**config.mk**
```make
export PLATFORM = sky130hd
export DESIGN_NAME = pipe_stage_ctrl_flat
export DESIGN_NICKNAME = d
export VERILOG_FILES = /design/src/rtl/pipe_stage_ctrl_if.sv /design/src/rtl/pipe_stage_ctrl.sv /design/src/flat_wrapper.sv
export SDC_FILE = /design/constraint.sdc
export NUM_CORES = 1
export LEC_CHECK = 0
export ABC_AREA = 1
export BUFFER_PORTS_ARGS = -buffer_cell sky130_fd_sc_hd__buf_2
export CORE_AREA = 2 2 182 184
export DETAILED_ROUTE_END_ITERATION = 8
export DIE_AREA = 0 0 184 186
export PLACE_DENSITY = 0.56
export SETUP_SLACK_MARGIN = 0.02
export SLEW_MARGIN = 20
export SYNTH_ARGS = -nofsm -noshare
export SYNTH_HDL_FRONTEND = slang
export SYNTH_SLANG_ARGS = --single-unit
```
**constraint.sdc**
```tcl
create_clock -name clk -period 17.11 [get_ports clk]
set_input_delay 4.2775 -clock clk [delete_from_list [all_inputs] [get_ports clk]]
set_output_delay 4.2775 -clock clk [all_outputs]
set_load 0.01 [all_outputs]
```
**src/rtl/pipe_stage_ctrl_if.sv**
```systemverilog
// Bundle between the hazard/fetch/decode side (master) and the pipeline register block (slave).
// Carries stall/flush/redirect controls, decode operands in, and registered D/E-stage state out.
interface pipe_stage_ctrl_if #(
    parameter int XLEN = 32
);
    logic            stallf;
    logic            stalld;
    logic            flushe;
    logic            pcsrc_d;
    logic [XLEN-1:0] pc_branch_d;
    logic [31:0]     instr_f;
    logic [XLEN-1:0] pc_f;
    logic [31:0]     instr_d;
    logic [XLEN-1:0] pc_plus4_d;
    logic            valid_d;
    logic [7:0]      ctrl_d;
    logic [XLEN-1:0] rd1_d;
    logic [XLEN-1:0] rd2_d;
    logic [XLEN-1:0] signimm_d;
    logic [4:0]      rs_d;
    logic [4:0]      rt_d;
    logic [4:0]      rd_d;
    logic            reg_write_e;
    logic            memtoreg_e;
    logic            memwrite_e;
    logic            alusrc_e;
    logic            regdst_e;
    logic [2:0]      alu_ctrl_e;
    logic [XLEN-1:0] rd1_e;
    logic [XLEN-1:0] rd2_e;
    logic [XLEN-1:0] signimm_e;
    logic [4:0]      rs_e;
    logic [4:0]      rt_e;
    logic [4:0]      rd_e;
    logic            valid_e;
    logic [31:0]     stall_cnt;
    logic [31:0]     flush_cnt;

    modport master (
        output stallf, stalld, flushe, pcsrc_d, pc_branch_d, instr_f,
               ctrl_d, rd1_d, rd2_d, signimm_d, rs_d, rt_d, rd_d,
        input  pc_f, instr_d, pc_plus4_d, valid_d,
               reg_write_e, memtoreg_e, memwrite_e, alusrc_e, regdst_e, alu_ctrl_e,
               rd1_e, rd2_e, signimm_e, rs_e, rt_e, rd_e, valid_e,
               stall_cnt, flush_cnt
    );

    modport slave (
        input  stallf, stalld, flushe, pcsrc_d, pc_branch_d, instr_f,
               ctrl_d, rd1_d, rd2_d, signimm_d, rs_d, rt_d, rd_d,
        output pc_f, instr_d, pc_plus4_d, valid_d,
               reg_write_e, memtoreg_e, memwrite_e, alusrc_e, regdst_e, alu_ctrl_e,
               rd1_e, rd2_e, signimm_e, rs_e, rt_e, rd_e, valid_e,
               stall_cnt, flush_cnt
    );
endinterface

```
**src/rtl/pipe_stage_ctrl.sv**
```systemverilog
// PC, IF/ID and ID/EX registers; all outputs registered, stall/flush/redirect act at the next edge, no backpressure beyond holding.
// Define PIPE_PERF_CNT_EN to build saturating stall/flush event counters; otherwise they read constant 0.
module pipe_stage_ctrl #(
    parameter int              XLEN     = 32,
    parameter logic [XLEN-1:0] RESET_PC = '0
) (
    input  logic           clk,
    input  logic           rst,
    pipe_stage_ctrl_if.slave bus
);
    typedef struct packed {
        logic [7:0]      ctrl;
        logic [XLEN-1:0] rd1;
        logic [XLEN-1:0] rd2;
        logic [XLEN-1:0] imm;
        logic [4:0]      rs;
        logic [4:0]      rt;
        logic [4:0]      rd;
        logic            valid;
    } idex_t;

    logic [XLEN-1:0] pc_q;
    logic [31:0]     instr_d_q;
    logic [XLEN-1:0] pc_plus4_d_q;
    logic            valid_d_q;
    idex_t           idex_q;
    logic [XLEN-1:0] pc_plus4;

    assign pc_plus4 = pc_q + XLEN'(4);

    // stallf outranks a redirect: the fetch slot is frozen regardless
    always_ff @(posedge clk or posedge rst) begin
        if (rst) begin
            pc_q <= RESET_PC;
        end else if (!bus.stallf) begin
            pc_q <= bus.pcsrc_d ? bus.pc_branch_d : pc_plus4;
        end
    end

    // A stalled branch resolves on stale operands, so stalld masks pcsrc_d
    always_ff @(posedge clk or posedge rst) begin
        if (rst) begin
            instr_d_q    <= '0;
            pc_plus4_d_q <= '0;
            valid_d_q    <= 1'b0;
        end else if (!bus.stalld) begin
            if (bus.pcsrc_d) begin
                instr_d_q    <= '0;
                pc_plus4_d_q <= '0;
                valid_d_q    <= 1'b0;
            end else begin
                instr_d_q    <= bus.instr_f;
                pc_plus4_d_q <= pc_plus4;
                valid_d_q    <= 1'b1;
            end
        end
    end

    // All-zero bubble: rs/rt of 0 cannot match forwarding compares, no write enables
    always_ff @(posedge clk or posedge rst) begin
        if (rst) begin
            idex_q <= '0;
        end else if (bus.flushe) begin
            idex_q <= '0;
        end else begin
            idex_q <= '{ctrl: bus.ctrl_d, rd1: bus.rd1_d, rd2: bus.rd2_d, imm: bus.signimm_d,
                        rs: bus.rs_d, rt: bus.rt_d, rd: bus.rd_d, valid: valid_d_q};
        end
    end

    assign bus.pc_f        = pc_q;
    assign bus.instr_d     = instr_d_q;
    assign bus.pc_plus4_d  = pc_plus4_d_q;
    assign bus.valid_d     = valid_d_q;
    assign bus.reg_write_e = idex_q.ctrl[7];
    assign bus.memtoreg_e  = idex_q.ctrl[6];
    assign bus.memwrite_e  = idex_q.ctrl[5];
    assign bus.alusrc_e    = idex_q.ctrl[4];
    assign bus.regdst_e    = idex_q.ctrl[3];
    assign bus.alu_ctrl_e  = idex_q.ctrl[2:0];
    assign bus.rd1_e       = idex_q.rd1;
    assign bus.rd2_e       = idex_q.rd2;
    assign bus.signimm_e   = idex_q.imm;
    assign bus.rs_e        = idex_q.rs;
    assign bus.rt_e        = idex_q.rt;
    assign bus.rd_e        = idex_q.rd;
    assign bus.valid_e     = idex_q.valid;

`ifdef PIPE_PERF_CNT_EN
    logic [31:0] stall_cnt_q;
    logic [31:0] flush_cnt_q;
    logic        flush_evt;

    // flushe and an accepted redirect in the same cycle count once
    assign flush_evt = bus.flushe | (bus.pcsrc_d & ~bus.stalld);

    always_ff @(posedge clk or posedge rst) begin
        if (rst) begin
            stall_cnt_q <= '0;
            flush_cnt_q <= '0;
        end else begin
            if (bus.stalld && stall_cnt_q != 32'hFFFF_FFFF) begin
                stall_cnt_q <= stall_cnt_q + 32'd1;
            end
            if (flush_evt && flush_cnt_q != 32'hFFFF_FFFF) begin
                flush_cnt_q <= flush_cnt_q + 32'd1;
            end
        end
    end

    assign bus.stall_cnt = stall_cnt_q;
    assign bus.flush_cnt = flush_cnt_q;
`else
    assign bus.stall_cnt = '0;
    assign bus.flush_cnt = '0;
`endif
endmodule

```
**src/flat_wrapper.sv**
```systemverilog
// flat-port wrapper written by rule: the top's interface ports become plain ports
module pipe_stage_ctrl_flat 
#(
    parameter int              XLEN     = 32,
    parameter logic [XLEN-1:0] RESET_PC = '0
)
  (clk, rst, bus_stallf, bus_stalld, bus_flushe, bus_pcsrc_d, bus_pc_branch_d, bus_instr_f, bus_ctrl_d, bus_rd1_d, bus_rd2_d, bus_signimm_d, bus_rs_d, bus_rt_d, bus_rd_d, bus_pc_f, bus_instr_d, bus_pc_plus4_d, bus_valid_d, bus_reg_write_e, bus_memtoreg_e, bus_memwrite_e, bus_alusrc_e, bus_regdst_e, bus_alu_ctrl_e, bus_rd1_e, bus_rd2_e, bus_signimm_e, bus_rs_e, bus_rt_e, bus_rd_e, bus_valid_e, bus_stall_cnt, bus_flush_cnt);
  pipe_stage_ctrl_if #(.XLEN(XLEN)) bus_i ();
  input  logic clk;
  input  logic rst;
  input wire logic [$bits(bus_i.stallf)-1:0] bus_stallf;
  input wire logic [$bits(bus_i.stalld)-1:0] bus_stalld;
  input wire logic [$bits(bus_i.flushe)-1:0] bus_flushe;
  input wire logic [$bits(bus_i.pcsrc_d)-1:0] bus_pcsrc_d;
  input wire logic [$bits(bus_i.pc_branch_d)-1:0] bus_pc_branch_d;
  input wire logic [$bits(bus_i.instr_f)-1:0] bus_instr_f;
  input wire logic [$bits(bus_i.ctrl_d)-1:0] bus_ctrl_d;
  input wire logic [$bits(bus_i.rd1_d)-1:0] bus_rd1_d;
  input wire logic [$bits(bus_i.rd2_d)-1:0] bus_rd2_d;
  input wire logic [$bits(bus_i.signimm_d)-1:0] bus_signimm_d;
  input wire logic [$bits(bus_i.rs_d)-1:0] bus_rs_d;
  input wire logic [$bits(bus_i.rt_d)-1:0] bus_rt_d;
  input wire logic [$bits(bus_i.rd_d)-1:0] bus_rd_d;
  output wire logic [$bits(bus_i.pc_f)-1:0] bus_pc_f;
  output wire logic [$bits(bus_i.instr_d)-1:0] bus_instr_d;
  output wire logic [$bits(bus_i.pc_plus4_d)-1:0] bus_pc_plus4_d;
  output wire logic [$bits(bus_i.valid_d)-1:0] bus_valid_d;
  output wire logic [$bits(bus_i.reg_write_e)-1:0] bus_reg_write_e;
  output wire logic [$bits(bus_i.memtoreg_e)-1:0] bus_memtoreg_e;
  output wire logic [$bits(bus_i.memwrite_e)-1:0] bus_memwrite_e;
  output wire logic [$bits(bus_i.alusrc_e)-1:0] bus_alusrc_e;
  output wire logic [$bits(bus_i.regdst_e)-1:0] bus_regdst_e;
  output wire logic [$bits(bus_i.alu_ctrl_e)-1:0] bus_alu_ctrl_e;
  output wire logic [$bits(bus_i.rd1_e)-1:0] bus_rd1_e;
  output wire logic [$bits(bus_i.rd2_e)-1:0] bus_rd2_e;
  output wire logic [$bits(bus_i.signimm_e)-1:0] bus_signimm_e;
  output wire logic [$bits(bus_i.rs_e)-1:0] bus_rs_e;
  output wire logic [$bits(bus_i.rt_e)-1:0] bus_rt_e;
  output wire logic [$bits(bus_i.rd_e)-1:0] bus_rd_e;
  output wire logic [$bits(bus_i.valid_e)-1:0] bus_valid_e;
  output wire logic [$bits(bus_i.stall_cnt)-1:0] bus_stall_cnt;
  output wire logic [$bits(bus_i.flush_cnt)-1:0] bus_flush_cnt;
  assign bus_i.stallf = bus_stallf;
  assign bus_i.stalld = bus_stalld;
  assign bus_i.flushe = bus_flushe;
  assign bus_i.pcsrc_d = bus_pcsrc_d;
  assign bus_i.pc_branch_d = bus_pc_branch_d;
  assign bus_i.instr_f = bus_instr_f;
  assign bus_i.ctrl_d = bus_ctrl_d;
  assign bus_i.rd1_d = bus_rd1_d;
  assign bus_i.rd2_d = bus_rd2_d;
  assign bus_i.signimm_d = bus_signimm_d;
  assign bus_i.rs_d = bus_rs_d;
  assign bus_i.rt_d = bus_rt_d;
  assign bus_i.rd_d = bus_rd_d;
  assign bus_pc_f = bus_i.pc_f;
  assign bus_instr_d = bus_i.instr_d;
  assign bus_pc_plus4_d = bus_i.pc_plus4_d;
  assign bus_valid_d = bus_i.valid_d;
  assign bus_reg_write_e = bus_i.reg_write_e;
  assign bus_memtoreg_e = bus_i.memtoreg_e;
  assign bus_memwrite_e = bus_i.memwrite_e;
  assign bus_alusrc_e = bus_i.alusrc_e;
  assign bus_regdst_e = bus_i.regdst_e;
  assign bus_alu_ctrl_e = bus_i.alu_ctrl_e;
  assign bus_rd1_e = bus_i.rd1_e;
  assign bus_rd2_e = bus_i.rd2_e;
  assign bus_signimm_e = bus_i.signimm_e;
  assign bus_rs_e = bus_i.rs_e;
  assign bus_rt_e = bus_i.rt_e;
  assign bus_rd_e = bus_i.rd_e;
  assign bus_valid_e = bus_i.valid_e;
  assign bus_stall_cnt = bus_i.stall_cnt;
  assign bus_flush_cnt = bus_i.flush_cnt;
  pipe_stage_ctrl #(.XLEN(XLEN), .RESET_PC(RESET_PC)) u_core (.clk(clk), .rst(rst), .bus(bus_i));
endmodule
```
==> results.toml, run 1 <==
[worst_setup_path]
start_kind = "input pin"
end_kind = "register"
cp.arrival_ns = 6.15
r2r_start = "u_core.bus.pc_f[2]$_DFFE_PP0N_"
crit_top_cell = "buf_4"
cp_max_fo = 72
crit_buf_inv = 4
required_ns = 17.56
path_delay_family = "buffers and inverters"
startpoint = "bus_stalld"
path_cells = "buf_2 -> buf_4 -> nor2_2 -> buf_4 -> inv_1 -> o21ai_0"
cpPeakStageDelay_ns = 0.68
rrSetupSlack_ns = 15.41
critical_path_class = "input pin to register"
crit_slowest_cell = "nor2_2"

[detailed_routing]
ant_nets = 0
drc = 0
via_count = 7650
drt_pass1_iterations = 4
routedWlPerCell_um = 14.8
wl_mm = 27.0
vias_per_cell = 4.19
dr.first_iter.drc_count = 428

[timing]
finalSetupTns_ns = 0
max_freq_mhz = 175
max_slew.worst_pin.slew_ns = 0.761
timing.hold.ws_ns = 0.473
slew_headroom = 0.493
min_period_ns = 5.70
finalClockSkew_ns = 0.0163
finalMaxSlewViolations = 0
rsz0062_at_grt = "no"
setup_viol = 0
finalHoldViolCount = 0
fin_crit_sh = 0.333

[power]
p_per_area_mw_per_mm2 = 106
internal_power_uw = 941
power_frac_seq = 0.447
combPwrFrac = 0.138
p_clk_frac = 0.415
ir_drop_uv = 86.9
p_leak_uw = 0.00715
power_switching_uw = 355
p_sw_frac = 0.274

[logic_synthesis]
synth-seq-area-share = 0.594
avgSynthCellArea_um2 = 9.18
syn_area_mm2 = 0.00915
yosysWarnings = 0
ys_ff_latch = 217
synth_cells = 996
ys_top_cells_by_area = "dfrtp_1 59%, nand2_1 7.3%, inv_1 7.1%"
synthDominantCellAreaShare = 0.594
synth_cell_types = 29
synth_area_leader_cell = "dfrtp_1"

[floorplan]
initial_core_util = 0.284
die_height_um = 186
io_pins = 470
core_mm2 = 0.0322
row_count = 66
die_w_um = 184
fp.dieArea_mm2 = 0.0342

[cts]
clockRootBuffer = "clkbuf_16"
cts_hold_buf = 0
clk_latency_ns = 0.53
clkSlewWorstSetupHoldPaths_ns = 0.06
cts_buffer_depth = 3
cts_tree = "yes"
numCtsBuffers = 26
htree_levels = 1
cts_resized = 0
clkSinkCount = 217
cts_setup_buffers = 0

[place]
dpl.hpwl_mm = 20.2
placed_cell_area_mm2 = 0.0113
finalWeightedCongestion = 0.814
io_buffers = 405

[global_routing]
grt_util_all_layers = 0.153
grt_start_max_net_pins = 142
grt_pass1_vias = 7490
antenna_found_initial = 1
gr-total-overflow = 0
grt_pass1_wl_mm = 41.5

[final_layout]
fill_cells = 3340
areaGrowthSynthToFinish_pct = 33.5
stdcell_area_mm2 = 0.0122
drive_gt1_frac = 0.337
final_util = 0.379
nNetsFinal = 1587

[hold_path]
hp-start = "u_core.bus.pc_plus4_d[12]$_DFFE_PP0N_"
hp-class = "register to register"

[job]
cap_violations = 0

[run_status]
status = "finished clean"
[worst register-to-register path, cell delays in order, from the launching register on]
cell and delay [ns]:
dfrtp_1 0.41, ha_1 0.21, nand2_2 0.09, nor2_4 0.16, nand2_1 0.16, nor2_1 0.23, nand3_1 0.13, nand4_1 0.11
nand2_1 0.07
[placed cells by master (no fill, tap or decap), drive strengths merged]
cell type,instances
a21oi,5
a22o,32
and2,1
buf,411
bufinv,1
clkbuf,38
clkinv,10
conb,64
dfrtp,217
diode,1
ha,1
inv,175
nand2,185
nand3,27
nand4,26
nor2,163
o211ai,6
o21ai,43
o21bai,5
xnor2,1
xor2,6
[registers in the layout, indices dropped and copies added (netlist names)]
signal	count
u_core.bus.memtoreg_e	1
u_core.bus.rt_e	5
u_core.bus.alusrc_e	1
u_core.bus.memwrite_e	1
u_core.bus.rd2_e	32
u_core.bus.alu_ctrl_e	3
u_core.bus.rd_e	5
u_core.bus.regdst_e	1
u_core.bus.valid_e	1
u_core.bus.instr_d	32
u_core.bus.rs_e	5
u_core.bus.rd1_e	32
u_core.bus.pc_plus4_d	32
u_core.bus.valid_d	1
u_core.bus.pc_f	32
u_core.bus.reg_write_e	1
u_core.bus.signimm_e	32
[per-layer routing]
layer / vias to the layer above / track usage / share of wire
met3: 41 / 0.0442 / 0.087
met4: 0 / 0.0378 / 0.021
met5: - / 0 / 0
met1: 3610 / 0.191 / 0.40
met2: 293 / 0.262 / 0.49
li1: 3706 / - / -
[final cells by class]
type / count / area [µm²] / area share
flip-flops and latches: 217 / 5430 / 0.445
multi-input cells: 565 / 2650 / 0.217
repair buffers: 411 / 2100 / 0.172
clock buffers: 38 / 756 / 0.0619
inverters: 176 / 668 / 0.0547
well taps: 408 / 510 / 0.0418
clock inverters: 10 / 90.1 / 0.00738
diodes: 1 / 2.50 / 0.000205
[worst paths after layout]
kind / end / depth (start not counted)
setup reg to reg: u_core.bus.pc_plus4_d[24]$_DFFE_PP0N_ / 8
max in group asynchronous: u_core.bus.pc_plus4_d[23]$_DFFE_PP0N_ / 4
min in group asynchronous: u_core.bus.rd1_e[7]$_DFF_PP0_ / 2
hold / removal: u_core.bus.pc_plus4_d[12]$_DFFE_PP0N_ / 2
setup / recovery: u_core.bus.pc_plus4_d[7]$_DFFE_PP0N_ / 6
hold reg to reg: u_core.bus.pc_plus4_d[12]$_DFFE_PP0N_ / 2
[power by group through the flow]
| stage | logic, µW | registers [µW] | clock network (µW) |
|---|---|---|---|
| after floorplan | 86.6 | 602 | 0 |
| after global placement | 180 | 587 | 0 |
| after detailed placement | 182 | 587 | 0 |
| after CTS | 183 | 579 | 557 |
| after global routing | 202 | 584 | 578 |
| final | 179 | 579 | 538 |
[Yosys cell counts]
cell type  count
buf_4         65
inv_2          2
and2_1         1
a21oi_1        5
clkinv_1       1
o21ai_1        7
ha_1           1
nor2_1       150
nor2_2         5
dfrtp_1      217
nand4_1       26
xor2_1         5
nand2_1      177
a22o_1        32
o21bai_1       5
clkbuf_1      20
nand3_1       27
inv_1        173
nor2_4         7
nand2_4        3
xor2_2         1
o211ai_1       6
xnor2_1        1
buf_2         14
nand2_2        5
buf_1          2
nor2_8         1
o21ai_0       36
conb_1         1
[cell families (layout without fill, tap and decap cells)]
group           count (synthesis)  count (layout)  synth area share
simple gates                  402             402             0.189
buf+inv                       277             635             0.142
flops                         217             217             0.594
compound gates                 91              91            0.0659
xor+xnor                        7               7           0.00752
fa+ha+maj                       1               1           0.00137
other cells                     1              65          0.000410
[metrics by stage]
stage          cells  total power [µW]  setup slack [ns]
3_3_place_gp    1776               767             10.86
2_1_floorplan   1059               689              6.90
3_5_place_dp    1776               770             10.83
6_report        1826              1300             11.41
4_1_cts         1824              1320             11.42
5_1_grt         1826              1360             11.23
Note: power is estimated with default switching activity, not from simulation.
==> run 2, diff against run 1 <==
ABC_AREA = 0   (was 1)
CORE_AREA = 2 2 180 182   (was 2 2 182 184)
DIE_AREA = 0 0 182 184   (was 0 0 184 186)
PLACE_DENSITY = 0.59   (was 0.56)
clock period = 5.2 ns   (was 17.11 ns; I/O delays follow)
==> results.toml, run 2 <==
[timing]
fin_crit_sh = 0.508
slew_headroom = 0.315
finalClockSkew_ns = 0.0101
fin_ws_ns = 2.56
max_slew.worst_pin.slew_ns = 1.03
finalSetupTns_ns = 0
min_period_ns = 2.64
max_freq_mhz = 379
finalMaxSlewViolations = 0
setup_viol = 0
rsz0062_at_grt = "no"
finalHoldViolCount = 0

[global_routing]
grt_util_all_layers = 0.153
grt_pass1_vias = 6981
grt_busiest_layer = "met2"
met3_usage = 0.0551
grt_start_max_net_pins = 106
grt_pass1_wl_mm = 40.4
grtUsageMet2 = 0.253
gr-total-overflow = 0
antenna_found_initial = 5
grtUsageMet1 = 0.192

[floorplan]
row_count = 65
die_height_um = 184
fp.dieArea_mm2 = 0.0335
die_w_um = 182
io_pins = 470
initial_core_util = 0.287
core_mm2 = 0.0314

[detailed_routing]
vias_per_cell = 4.40
wl_mm = 26.6
dr.first_iter.drc_count = 408
ant_nets = 0
drc = 0
routedWlPerCell_um = 16.3
via_count = 7177
drt_pass1_iterations = 5

[logic_synthesis]
ys.flop_type = "dfrtp_1"
ys_ff_latch = 217
synth_common_cells = "217 x dfrtp_1, 125 x nor2b_1, 96 x nand2_1, 64 x buf_4, 56 x o21ai_0"
synth_cell_types = 48
ys_top_cells_by_area = "dfrtp_1 60%, nor2b_1 8.7%, buf_4 5.3%"
synth-seq-area-share = 0.603
synthDominantCellAreaShare = 0.603
avgSynthCellArea_um2 = 11.0
synth.most_common_cell = "dfrtp_1"
synth_edf_count = 0
synth_cells = 819
yosysWarnings = 0
async_flop_share = 1.00
synth_area_leader_cell = "dfrtp_1"
syn_area_mm2 = 0.00900

[worst_setup_path]
timing.rr.end = "u_core.bus.pc_f[24]$_DFFE_PP0N_"
path_delay_family = "flip-flops"
r2r_start = "u_core.bus.pc_f[2]$_DFFE_PP0N_"
critical_path_class = "register to primary output"
cp_num_cells = 1
rrSetupSlack_ns = 2.75
rr_worst_depth = 6
end_kind = "primary output"
cp_max_fo = 11
crit_slowest_cell = "dfrtp_1"
cpPeakStageDelay_ns = 0.59
required_ns = 3.90
start_kind = "register"
crit_buf_inv = 1
cp.arrival_ns = 1.34
path_cells = "buf_2"

[final_layout]
final_cell_mix = "403 x buf_2, 217 x dfrtp_1, 125 x nor2b_1"
areaGrowthSynthToFinish_pct = 34.4
drive_gt1_frac = 0.382
nNetsFinal = 1399
mostFrequentLayoutCell = "buf_2"

[place]
dp_slack_ns = 2.14
finalWeightedCongestion = 0.851
dpl.hpwl_mm = 19.2
io_buffers = 405

[cts]
clkSinkCount = 217
cts_buffer_depth = 3
cts_tree = "yes"
numCtsBuffers = 26
clockRootBuffer = "clkbuf_16"
cts_resized = 0
cts_hold_buf = 0
cts_setup_buffers = 0
clkSlewWorstSetupHoldPaths_ns = 0.06
clk_latency_ns = 0.54
htree_levels = 1

[hold_path]
hp-start = "u_core.bus.instr_d[31]$_DFFE_PP0N_"
min_to = "u_core.bus.instr_d[31]$_DFFE_PP0N_"
holdPathStages = 2
hp-class = "register to register"

[power]
p_leak_uw = 0.00631
power_frac_seq = 0.432
combPwrFrac = 0.135
p_sw_frac = 0.269
p_clk_frac = 0.433
p_per_area_mw_per_mm2 = 370
p_total_uw = 4470
power_switching_uw = 1200
internal_power_uw = 3270
ir_drop_uv = 228

[run_status]
status = "finished clean"

[job]
cap_violations = 0
==> run 2: changes by cell type after synthesis, sizes merged, moves of 18 or more <==
cell and change:
a22oi +18, inv -168, nor2b +125, nor2 -134, clkbuf +25, nand2 -88
==> run 2: layout make-up <==
class                      instances  area, µm²
antenna                            1       2.50
clock buffer                      36        738
inverter                           7       30.0
sequential                       217       5430
clock inverter                    12        181
timing repair buffer             413       2100
fill                            3145      19300
tap                              402        503
multi-input combinational        544       3110
==> run 2: worst max path at each step <==
stage	from	to
floorplan	rst	u_core.bus.alu_ctrl_e[0]$_DFF_PP0_
global placement	bus_pcsrc_d	u_core.bus.pc_f[26]$_DFFE_PP0N_
detailed placement	bus_pcsrc_d	u_core.bus.pc_f[24]$_DFFE_PP0N_
CTS	u_core.bus.pc_f[21]$_DFFE_PP0N_	bus_pc_f[21]
global route	u_core.bus.pc_f[3]$_DFFE_PP0N_	u_core.bus.pc_f[24]$_DFFE_PP0N_
finish	u_core.bus.pc_f[21]$_DFFE_PP0N_	bus_pc_f[21]
==> run 2: cell families after synthesis <==
group | share of synthesized area
mux | 0.00931
fa+ha+maj | 0.00139
simple gates | 0.184
flops | 0.603
compound gates | 0.0969
xor+xnor | 0.0272
other cells | 0.000417
buf+inv | 0.0777
==> run 2: power by group through the flow <==
stage | combinational (µW) | clock (µW) | sequential [µW]
after floorplan | 306 | 0 | 2000
after global placement | 612 | 0 | 1960
after detailed placement | 618 | 0 | 1960
after CTS | 619 | 2000 | 1930
after global routing | 673 | 2070 | 1950
final | 605 | 1940 | 1930
==> run 2: per-stage QoR <==
step | hold slack (ns) | instance area [µm²] | std cells | util
after floorplan | 0.516 | 9240 | 882 | -
after global placement | 0.458 | 11200 | 1583 | 0.356
after detailed placement | 0.468 | 11200 | 1583 | 0.356
after CTS | 0.482 | 12100 | 1631 | 0.385
after global routing | 0.500 | 12100 | 1632 | 0.385
final | 0.479 | 12100 | 1632 | 0.385
==> run 2: per-layer routing <==
metal,wire (µm),up-vias
met5,44,-
met4,480,8
met3,2760,42
met2,13000,326
met1,10400,3428
li1,-,3373
